--- src/rtl/axi_sram_arbiter.sv ---
// Two-master to one-slave AXI4 arbiter in front of axi_sram. The read (AR/R) and
// write (AW/W/B) paths each hold a round-robin grant for one whole transaction.
module axi_sram_arbiter #(
  parameter int DATA_WIDTH = 32,
  parameter int ADDR_WIDTH = 32,
  parameter int ID_WIDTH   = 4,
  parameter int STRB_WIDTH = DATA_WIDTH / 8
) (
  input  logic                  i_clk,
  input  logic                  i_rst_n,
  // master 0 (instruction fetch)
  input  logic [ID_WIDTH-1:0]   s0_axi_arid,
  input  logic [ADDR_WIDTH-1:0] s0_axi_araddr,
  input  logic [7:0]            s0_axi_arlen,
  input  logic [2:0]            s0_axi_arsize,
  input  logic [1:0]            s0_axi_arburst,
  input  logic                  s0_axi_arvalid,
  output logic                  s0_axi_arready,
  output logic [ID_WIDTH-1:0]   s0_axi_rid,
  output logic [DATA_WIDTH-1:0] s0_axi_rdata,
  output logic [1:0]            s0_axi_rresp,
  output logic                  s0_axi_rlast,
  output logic                  s0_axi_rvalid,
  input  logic                  s0_axi_rready,
  input  logic [ID_WIDTH-1:0]   s0_axi_awid,
  input  logic [ADDR_WIDTH-1:0] s0_axi_awaddr,
  input  logic [7:0]            s0_axi_awlen,
  input  logic [2:0]            s0_axi_awsize,
  input  logic [1:0]            s0_axi_awburst,
  input  logic                  s0_axi_awvalid,
  output logic                  s0_axi_awready,
  input  logic [DATA_WIDTH-1:0] s0_axi_wdata,
  input  logic [STRB_WIDTH-1:0] s0_axi_wstrb,
  input  logic                  s0_axi_wlast,
  input  logic                  s0_axi_wvalid,
  output logic                  s0_axi_wready,
  output logic [ID_WIDTH-1:0]   s0_axi_bid,
  output logic [1:0]            s0_axi_bresp,
  output logic                  s0_axi_bvalid,
  input  logic                  s0_axi_bready,
  // master 1 (load/store unit)
  input  logic [ID_WIDTH-1:0]   s1_axi_arid,
  input  logic [ADDR_WIDTH-1:0] s1_axi_araddr,
  input  logic [7:0]            s1_axi_arlen,
  input  logic [2:0]            s1_axi_arsize,
  input  logic [1:0]            s1_axi_arburst,
  input  logic                  s1_axi_arvalid,
  output logic                  s1_axi_arready,
  output logic [ID_WIDTH-1:0]   s1_axi_rid,
  output logic [DATA_WIDTH-1:0] s1_axi_rdata,
  output logic [1:0]            s1_axi_rresp,
  output logic                  s1_axi_rlast,
  output logic                  s1_axi_rvalid,
  input  logic                  s1_axi_rready,
  input  logic [ID_WIDTH-1:0]   s1_axi_awid,
  input  logic [ADDR_WIDTH-1:0] s1_axi_awaddr,
  input  logic [7:0]            s1_axi_awlen,
  input  logic [2:0]            s1_axi_awsize,
  input  logic [1:0]            s1_axi_awburst,
  input  logic                  s1_axi_awvalid,
  output logic                  s1_axi_awready,
  input  logic [DATA_WIDTH-1:0] s1_axi_wdata,
  input  logic [STRB_WIDTH-1:0] s1_axi_wstrb,
  input  logic                  s1_axi_wlast,
  input  logic                  s1_axi_wvalid,
  output logic                  s1_axi_wready,
  output logic [ID_WIDTH-1:0]   s1_axi_bid,
  output logic [1:0]            s1_axi_bresp,
  output logic                  s1_axi_bvalid,
  input  logic                  s1_axi_bready,
  // toward the SRAM
  output logic [ID_WIDTH-1:0]   m_axi_arid,
  output logic [ADDR_WIDTH-1:0] m_axi_araddr,
  output logic [7:0]            m_axi_arlen,
  output logic [2:0]            m_axi_arsize,
  output logic [1:0]            m_axi_arburst,
  output logic                  m_axi_arlock,
  output logic [3:0]            m_axi_arcache,
  output logic [2:0]            m_axi_arprot,
  output logic                  m_axi_arvalid,
  input  logic                  m_axi_arready,
  input  logic [ID_WIDTH-1:0]   m_axi_rid,
  input  logic [DATA_WIDTH-1:0] m_axi_rdata,
  input  logic [1:0]            m_axi_rresp,
  input  logic                  m_axi_rlast,
  input  logic                  m_axi_rvalid,
  output logic                  m_axi_rready,
  output logic [ID_WIDTH-1:0]   m_axi_awid,
  output logic [ADDR_WIDTH-1:0] m_axi_awaddr,
  output logic [7:0]            m_axi_awlen,
  output logic [2:0]            m_axi_awsize,
  output logic [1:0]            m_axi_awburst,
  output logic                  m_axi_awlock,
  output logic [3:0]            m_axi_awcache,
  output logic [2:0]            m_axi_awprot,
  output logic                  m_axi_awvalid,
  input  logic                  m_axi_awready,
  output logic [DATA_WIDTH-1:0] m_axi_wdata,
  output logic [STRB_WIDTH-1:0] m_axi_wstrb,
  output logic                  m_axi_wlast,
  output logic                  m_axi_wvalid,
  input  logic                  m_axi_wready,
  input  logic [ID_WIDTH-1:0]   m_axi_bid,
  input  logic [1:0]            m_axi_bresp,
  input  logic                  m_axi_bvalid,
  output logic                  m_axi_bready
);

  typedef enum logic [1:0] {R_IDLE, R_ADDR, R_DATA} rd_state_t;
  typedef enum logic [1:0] {W_IDLE, W_ADDR, W_DATA, W_RESP} wr_state_t;

  rd_state_t r_rd_state, w_rd_state_next;
  wr_state_t r_wr_state, w_wr_state_next;
  logic      r_rd_gnt, w_rd_gnt_next, r_rd_last, w_rd_last_next;
  logic      r_wr_gnt, w_wr_gnt_next, r_wr_last, w_wr_last_next;
  logic      w_rready_sel, w_wvalid_sel, w_wlast_sel, w_bready_sel;

  assign m_axi_arlock  = 1'b0;
  assign m_axi_arcache = 4'd0;
  assign m_axi_arprot  = 3'd0;
  assign m_axi_awlock  = 1'b0;
  assign m_axi_awcache = 4'd0;
  assign m_axi_awprot  = 3'd0;

  assign w_rready_sel = r_rd_gnt ? s1_axi_rready : s0_axi_rready;
  assign w_wvalid_sel = r_wr_gnt ? s1_axi_wvalid : s0_axi_wvalid;
  assign w_wlast_sel  = r_wr_gnt ? s1_axi_wlast  : s0_axi_wlast;
  assign w_bready_sel = r_wr_gnt ? s1_axi_bready : s0_axi_bready;

  // last=1 out of reset so s0 wins the first tie on both paths
  always_ff @(posedge i_clk or negedge i_rst_n) begin
    if (!i_rst_n) begin
      r_rd_state <= R_IDLE;
      r_rd_gnt   <= 1'b0;
      r_rd_last  <= 1'b1;
      r_wr_state <= W_IDLE;
      r_wr_gnt   <= 1'b0;
      r_wr_last  <= 1'b1;
    end else begin
      r_rd_state <= w_rd_state_next;
      r_rd_gnt   <= w_rd_gnt_next;
      r_rd_last  <= w_rd_last_next;
      r_wr_state <= w_wr_state_next;
      r_wr_gnt   <= w_wr_gnt_next;
      r_wr_last  <= w_wr_last_next;
    end
  end

  always_comb begin
    w_rd_state_next = r_rd_state;
    w_rd_gnt_next   = r_rd_gnt;
    w_rd_last_next  = r_rd_last;
    m_axi_arid      = '0;
    m_axi_araddr    = '0;
    m_axi_arlen     = '0;
    m_axi_arsize    = '0;
    m_axi_arburst   = '0;
    m_axi_arvalid   = 1'b0;
    s0_axi_arready  = 1'b0;
    s1_axi_arready  = 1'b0;
    m_axi_rready    = 1'b0;
    s0_axi_rid      = '0;
    s0_axi_rdata    = '0;
    s0_axi_rresp    = '0;
    s0_axi_rlast    = 1'b0;
    s0_axi_rvalid   = 1'b0;
    s1_axi_rid      = '0;
    s1_axi_rdata    = '0;
    s1_axi_rresp    = '0;
    s1_axi_rlast    = 1'b0;
    s1_axi_rvalid   = 1'b0;
    case (r_rd_state)
      R_IDLE: begin
        if (s0_axi_arvalid || s1_axi_arvalid) begin
          w_rd_state_next = R_ADDR;
          w_rd_gnt_next   = (s0_axi_arvalid && s1_axi_arvalid) ? ~r_rd_last : s1_axi_arvalid;
        end
      end
      R_ADDR: begin
        if (r_rd_gnt) begin
          m_axi_arid     = s1_axi_arid;
          m_axi_araddr   = s1_axi_araddr;
          m_axi_arlen    = s1_axi_arlen;
          m_axi_arsize   = s1_axi_arsize;
          m_axi_arburst  = s1_axi_arburst;
          m_axi_arvalid  = s1_axi_arvalid;
          s1_axi_arready = m_axi_arready;
        end else begin
          m_axi_arid     = s0_axi_arid;
          m_axi_araddr   = s0_axi_araddr;
          m_axi_arlen    = s0_axi_arlen;
          m_axi_arsize   = s0_axi_arsize;
          m_axi_arburst  = s0_axi_arburst;
          m_axi_arvalid  = s0_axi_arvalid;
          s0_axi_arready = m_axi_arready;
        end
        if ((r_rd_gnt ? s1_axi_arvalid : s0_axi_arvalid) && m_axi_arready)
          w_rd_state_next = R_DATA;
      end
      R_DATA: begin
        m_axi_rready = w_rready_sel;
        if (r_rd_gnt) begin
          s1_axi_rid    = m_axi_rid;
          s1_axi_rdata  = m_axi_rdata;
          s1_axi_rresp  = m_axi_rresp;
          s1_axi_rlast  = m_axi_rlast;
          s1_axi_rvalid = m_axi_rvalid;
        end else begin
          s0_axi_rid    = m_axi_rid;
          s0_axi_rdata  = m_axi_rdata;
          s0_axi_rresp  = m_axi_rresp;
          s0_axi_rlast  = m_axi_rlast;
          s0_axi_rvalid = m_axi_rvalid;
        end
        if (m_axi_rvalid && w_rready_sel && m_axi_rlast) begin
          w_rd_last_next  = r_rd_gnt;
          w_rd_state_next = R_IDLE;
        end
      end
      default: w_rd_state_next = R_IDLE;
    endcase
  end

  // W beats are blocked until the AW of the same master has been accepted
  always_comb begin
    w_wr_state_next = r_wr_state;
    w_wr_gnt_next   = r_wr_gnt;
    w_wr_last_next  = r_wr_last;
    m_axi_awid      = '0;
    m_axi_awaddr    = '0;
    m_axi_awlen     = '0;
    m_axi_awsize    = '0;
    m_axi_awburst   = '0;
    m_axi_awvalid   = 1'b0;
    s0_axi_awready  = 1'b0;
    s1_axi_awready  = 1'b0;
    m_axi_wdata     = '0;
    m_axi_wstrb     = '0;
    m_axi_wlast     = 1'b0;
    m_axi_wvalid    = 1'b0;
    s0_axi_wready   = 1'b0;
    s1_axi_wready   = 1'b0;
    m_axi_bready    = 1'b0;
    s0_axi_bid      = '0;
    s0_axi_bresp    = '0;
    s0_axi_bvalid   = 1'b0;
    s1_axi_bid      = '0;
    s1_axi_bresp    = '0;
    s1_axi_bvalid   = 1'b0;
    case (r_wr_state)
      W_IDLE: begin
        if (s0_axi_awvalid || s1_axi_awvalid) begin
          w_wr_state_next = W_ADDR;
          w_wr_gnt_next   = (s0_axi_awvalid && s1_axi_awvalid) ? ~r_wr_last : s1_axi_awvalid;
        end
      end
      W_ADDR: begin
        if (r_wr_gnt) begin
          m_axi_awid     = s1_axi_awid;
          m_axi_awaddr   = s1_axi_awaddr;
          m_axi_awlen    = s1_axi_awlen;
          m_axi_awsize   = s1_axi_awsize;
          m_axi_awburst  = s1_axi_awburst;
          m_axi_awvalid  = s1_axi_awvalid;
          s1_axi_awready = m_axi_awready;
        end else begin
          m_axi_awid     = s0_axi_awid;
          m_axi_awaddr   = s0_axi_awaddr;
          m_axi_awlen    = s0_axi_awlen;
          m_axi_awsize   = s0_axi_awsize;
          m_axi_awburst  = s0_axi_awburst;
          m_axi_awvalid  = s0_axi_awvalid;
          s0_axi_awready = m_axi_awready;
        end
        if ((r_wr_gnt ? s1_axi_awvalid : s0_axi_awvalid) && m_axi_awready)
          w_wr_state_next = W_DATA;
      end
      W_DATA: begin
        m_axi_wdata  = r_wr_gnt ? s1_axi_wdata : s0_axi_wdata;
        m_axi_wstrb  = r_wr_gnt ? s1_axi_wstrb : s0_axi_wstrb;
        m_axi_wlast  = w_wlast_sel;
        m_axi_wvalid = w_wvalid_sel;
        if (r_wr_gnt) s1_axi_wready = m_axi_wready;
        else          s0_axi_wready = m_axi_wready;
        if (w_wvalid_sel && m_axi_wready && w_wlast_sel)
          w_wr_state_next = W_RESP;
      end
      W_RESP: begin
        m_axi_bready = w_bready_sel;
        if (r_wr_gnt) begin
          s1_axi_bid    = m_axi_bid;
          s1_axi_bresp  = m_axi_bresp;
          s1_axi_bvalid = m_axi_bvalid;
        end else begin
          s0_axi_bid    = m_axi_bid;
          s0_axi_bresp  = m_axi_bresp;
          s0_axi_bvalid = m_axi_bvalid;
        end
        if (m_axi_bvalid && w_bready_sel) begin
          w_wr_last_next  = r_wr_gnt;
          w_wr_state_next = W_IDLE;
        end
      end
      default: w_wr_state_next = W_IDLE;
    endcase
  end

endmodule
--- config.mk ---
export PLATFORM = sky130hd
export DESIGN_NAME = axi_sram_arbiter
export DESIGN_NICKNAME = d
export VERILOG_FILES = /design/src/rtl/axi_sram_arbiter.sv
export SDC_FILE = /design/constraint.sdc
export NUM_CORES = 1
export LEC_CHECK = 0
export ABC_CLOCK_PERIOD_IN_PS = 2100
export BUFFER_PORTS_ARGS = -buffer_cell sky130_fd_sc_hd__buf_2
export CAP_MARGIN = 20
export CORE_AREA = 2 2 231 233
export CTS_CLUSTER_SIZE = 40
export DETAILED_ROUTE_END_ITERATION = 10
export DIE_AREA = 0 0 233 235
export PLACE_DENSITY = 0.4
export SLEW_MARGIN = 30
export SYNTH_ARGS = -nofsm -noshare
export SYNTH_HDL_FRONTEND = slang
export SYNTH_SLANG_ARGS = --single-unit
--- constraint.sdc ---
create_clock -name i_clk -period 2.1 [get_ports i_clk]
set_input_delay 0.105 -clock i_clk [delete_from_list [all_inputs] [get_ports i_clk]]
set_output_delay 0.105 -clock i_clk [all_outputs]
set_load 0.005 [all_outputs]
# --- Word level (Yosys, flattened, before mapping) ---
# Index checks and enable logic that the tools add are counted.
word_totals:
  out_inout_bits: 256
  word_cells: 130
  reg_bits: 8
  input_bits: 332
classes:
  n_eq_ne: 12
  muxes: 91
  reduce_logical: 19
  bitwise_logic: 2
op_table:
  columns: ["cell", "count"]
  rows:
  - ["$mux 32", 10]
  - ["$mux 4", 14]
  - ["$mux 1", 38]
  - ["$mux 2", 19]
  - ["$mux 8", 4]
  - ["$ne 2x2->1 const B", 7]
  - ["$mux 3", 4]
  - ["$logic_and 1x1->1", 9]
  - ["$pmux 2 s4", 1]
  - ["$reduce_and 2->1", 4]
  - ["$eq 2x2->1 const B", 3]
  - ["$pmux 2 s3", 1]
  - ["$eq 2x1->1 const B", 2]
  - ["$logic_not 2->1", 2]
  - ["$reduce_and 4->1", 1]
  - ["$reduce_and 3->1", 1]
  - ["$logic_or 1x1->1", 2]
  - ["$not 1->1", 2]

# --- Logic depth before layout (Yosys ltp) ---
depth:
  word_depth: 5
  ltp_mapped: 7
  mapped_depth_nobuf: 6

# --- Worst setup path before layout ---
# OpenSTA, ideal clock, no wires.
synth_path:
  path_kind: "register -> register"
  start: "reg r_wr_state[1]"
  end: "reg r_wr_state[1]"
  t_arrival_ns: 1.463
  path_stages_with_launch: 8
  setup_ns: 0.128
  period_less_slack_ns: 1.590
  path_slack_ns: 0.510
  cell_sequence: "dfrtp_1 inv_1 ha_1 clkbuf_1 nand2_1 a21o_1 nand4_1 mux2_1"
synth_via:
  elab_chain_cells: 3
  word_cells_on_any_way: 10
synth_rtl:
  columns: ["element", "line", "text"]
  rows:
  - ["from (decl)", "113", "wr_state_t r_wr_state, w_wr_state_next;"]
  - ["from (signal assigned)", "143", "r_wr_state <= w_wr_state_next;"]
  - ["$eq 2x2->1 (tied with other cells)", "250", "case (r_wr_state)"]
  - ["$ne 2x2->1 (no source line)", null, null]
  - ["$reduce_and 4->1 (no source line)", null, null]
# Parallel ways exist; a longest one is shown, timed or not.
# A chain may end at the register's enable or synchronous reset.

# --- Final worst setup path ---
layout_path:
  start: "reg r_wr_gnt"
  end: "out m_axi_awlen[2]"
layout_via:
  elab_chain_cells: 2
layout_rtl:
  columns: ["element", "line", "text"]
  rows:
  - ["from (decl)", "115", "logic r_wr_gnt, w_wr_gnt_next, r_wr_last, w_wr_last_next;"]
  - ["from (signal assigned)", "144", "r_wr_gnt <= w_wr_gnt_next;"]
  - ["$mux 8", "258", "if (r_wr_gnt) begin"]
  - ["$mux 8", "250", null]
  - ["to (decl)", "90", "output logic [7:0] m_axi_awlen,"]
# No other way between the ends.

==> results_dict.tcl <==
set metrics [dict create \
    final_common_cell "buf_2" \
    die_w_um 233 \
    slew_violations 0 \
    yosysWarnings 0 \
    initial_core_util_pct 6.94 \
    path_class "register to primary output" \
    slew_headroom_pct 59.1 \
    cts.path.max_buffers 2 \
    numCtsBuffers 3 \
    cts_tree "done" \
    hp-class "input port to register" \
    route.vias.total 5589 \
    wirelength_met1_um 8230 \
    wire_per_inst_um 14.2 \
    intPower_w 0.00325 \
    num_rows 84 \
    wl_met3_um 2160 \
    p_clk_share_pct 5.6 \
    critPathCaptureType "primary output" \
    worst_pin_slew_ns 0.613 \
    die_y_um 235 \
    outcome "completed" \
    syn_avg_cell_area_sq_um 7.31 \
    nNetsFinal 1378 \
    gr-total-overflow 0 \
    syn_to_final_growth_pct 103 \
    cts_setup_buffers 0 \
    yosysSeqAreaShare_pct 5.59 \
    grt_pass1_vias 5418 \
    power_density_mw_per_mm2 842 \
    drt_iter0_drc 87 \
    hold_slack_ns 0.158 \
    drc_errors 0 \
    cellLeakagePower_nw 4.41 \
    cts.htree.levels 1 \
    boundaryPins 588 \
    io_buffers 571 \
    synth_area_sq_mm 0.00362 \
    hold_viol 0 \
    final_cell_mix "buf_2 (571), mux2i_1 (138), nor2b_1 (92)" \
    detail_route.first_pass.iterations 4 \
    antenna_found_initial 18 \
    cap_violations 0 \
    grt_pass1_wl_um 32700 \
    gp_routability_congestion 0.838 \
    core_sq_mm 0.0522 \
    fmax_mhz 507 \
    postRouteAntennaNets 0 \
    syn_inst 496 \
    grt_max_degree 53 \
    ys_ff_latch 8 \
    ys_types 32 \
    switching_power_w 0.00293 \
    post-route-period-util_pct 93.9 \
    cp.arrival_ns 1.87 \
    clk_latency_ns 0.24 \
    crit_required_ns 2.00 \
    top_layer "met5" \
    cts_num_sinks 8 \
    nFillCells 6080 \
    p_sw_share_pct 47.4 \
    tns_ns 0 \
    period_minus_slack_ns 1.97 \
    dpl.hpwl_um 22500 \
    setup_viol 0 \
    die_area_sq_mm 0.0548 \
    synth_top_area_share_pct 38.1 \
    track_usage_pct 8.17 \
    yosys-top-cells-area "mux2i_1 (38%), nor2b_1 (16%), and2_1 (15%)" \
    synth_top_area_cell "mux2i_1" \
    crit_fanout 41 \
    rsz0062_at_grt "false" \
    clockRootBuffer "clkbuf_16" \
    clk_pin_slew_worst_paths_ns 0.04 \
    cp-start-kind "register" \
    via_per_inst 3.22 \
    seq_power_share_pct 6.0 \
    dr_wl_met2_um 13400 \
    fin_worst_skew_ns 0.000290 \
    ir_drop_v 0.000438 \
    drive_gt1_share_pct 57.5 \
    comb_power_share_pct 88.5 \
    wl_um 24600 \
]
[final timing paths]
path / start / cells past startpoint / slack (ns) / end
min in group asynchronous: i_rst_n / 2 / 0.27 / r_rd_state[0]
min reg2reg: r_rd_state[1] / 1 / 0.52 / r_rd_state[0]
min: s1_axi_arvalid / 2 / 0.16 / r_rd_gnt
max: r_wr_gnt / 5 / 0.13 / m_axi_awlen[2]
max reg2reg: r_wr_gnt / 5 / 0.42 / r_wr_state[1]
max in group asynchronous: i_rst_n / 2 / 1.55 / r_wr_last
[critical path, cell delays in order (launching register included)]
cell     delay (ns)
dfrtp_4        0.52
buf_4          0.30
buf_16         0.27
mux2i_1        0.31
nor2b_1        0.07
buf_2          0.13
[logic make-up (layout without fill, tap and decap cells)]
group,count (synthesis),in the layout,synth area share (%)
AOI/OAI and AO/OA,8,8,1.59
adders and majority gates,5,5,1.73
buffers and inverters,64,592,9.35
DFF,8,8,5.59
muxes,143,143,39.9
other,1,24,0.103
and+or+nand+nor,267,267,41.8
[metrics by stage]
step	instance area [sq um]	utilization [%]	setup slack, ns	total power, W	instances
3_3_place_gp	7230	13.8	0.342	0.00589	1723
4_1_cts	7320	14.0	0.0379	0.00633	1727
6_report	7340	14.1	0.127	0.00619	1735
3_5_place_dp	7230	13.8	0.305	0.00594	1723
5_1_grt	7340	14.1	0.00263	0.00679	1734
2_1_floorplan	3680	-	0.510	0.00370	511
[cell usage after synthesis (all sizes together)]
master  instances
nor3            2
and3           10
inv             5
nand2          10
mux2i         138
conb            1
ha              5
and2           86
buf            33
a32o            2
nand4b          1
nor3b           1
nand2b          3
a21o            1
o22ai           1
a311oi          1
o21ai           2
dfstp           2
mux2            5
clkbuf         26
a21oi           1
nand4           2
nor2b          93
dfrtp           6
and4            1
nand3           2
nor2           56
[metal layers]
metal	up-vias	track usage [%]
li1	2698	-
met1	2458	7.59
met2	375	16.4
met3	46	2.23
met4	12	3.34
met5	-	0
[repair_timing]
| action | in CTS | in global routing |
|---|---|---|
| resized for setup | 0 | 1 |
| hold endpoints to repair | 6 | 0 |
| hold buffers | 1 | 0 |
| endpoints found under the setup margin | 0 | 1 |
[layout make-up]
class	count	area [sq um]	area share, %
multi-input combinational	439	3150	42.8
timing repair buffer	584	3020	41.1
tap	688	861	11.7
sequential	8	208	2.83
clock buffer	3	75.1	1.02
antenna	8	20.0	0.273
inverter	5	18.8	0.256
[flip-flops by register name, indices dropped and copies added, names as in the netlist]
signal / flops
r_rd_last: 1
r_rd_gnt: 1
r_wr_state: 2
r_rd_state: 2
r_wr_last: 1
r_wr_gnt: 1
[power by group through the flow]
stage	logic (W)	clock network (W)	registers, W
4_1_cts	0.00559	0.000369	0.000372
2_1_floorplan	0.00340	0	0.000291
6_report	0.00547	0.000344	0.000370
3_5_place_dp	0.00557	0	0.000373
5_1_grt	0.00602	0.000377	0.000390
3_3_place_gp	0.00553	0	0.000365
No activity file was read; power rests on OpenSTA's default activity.
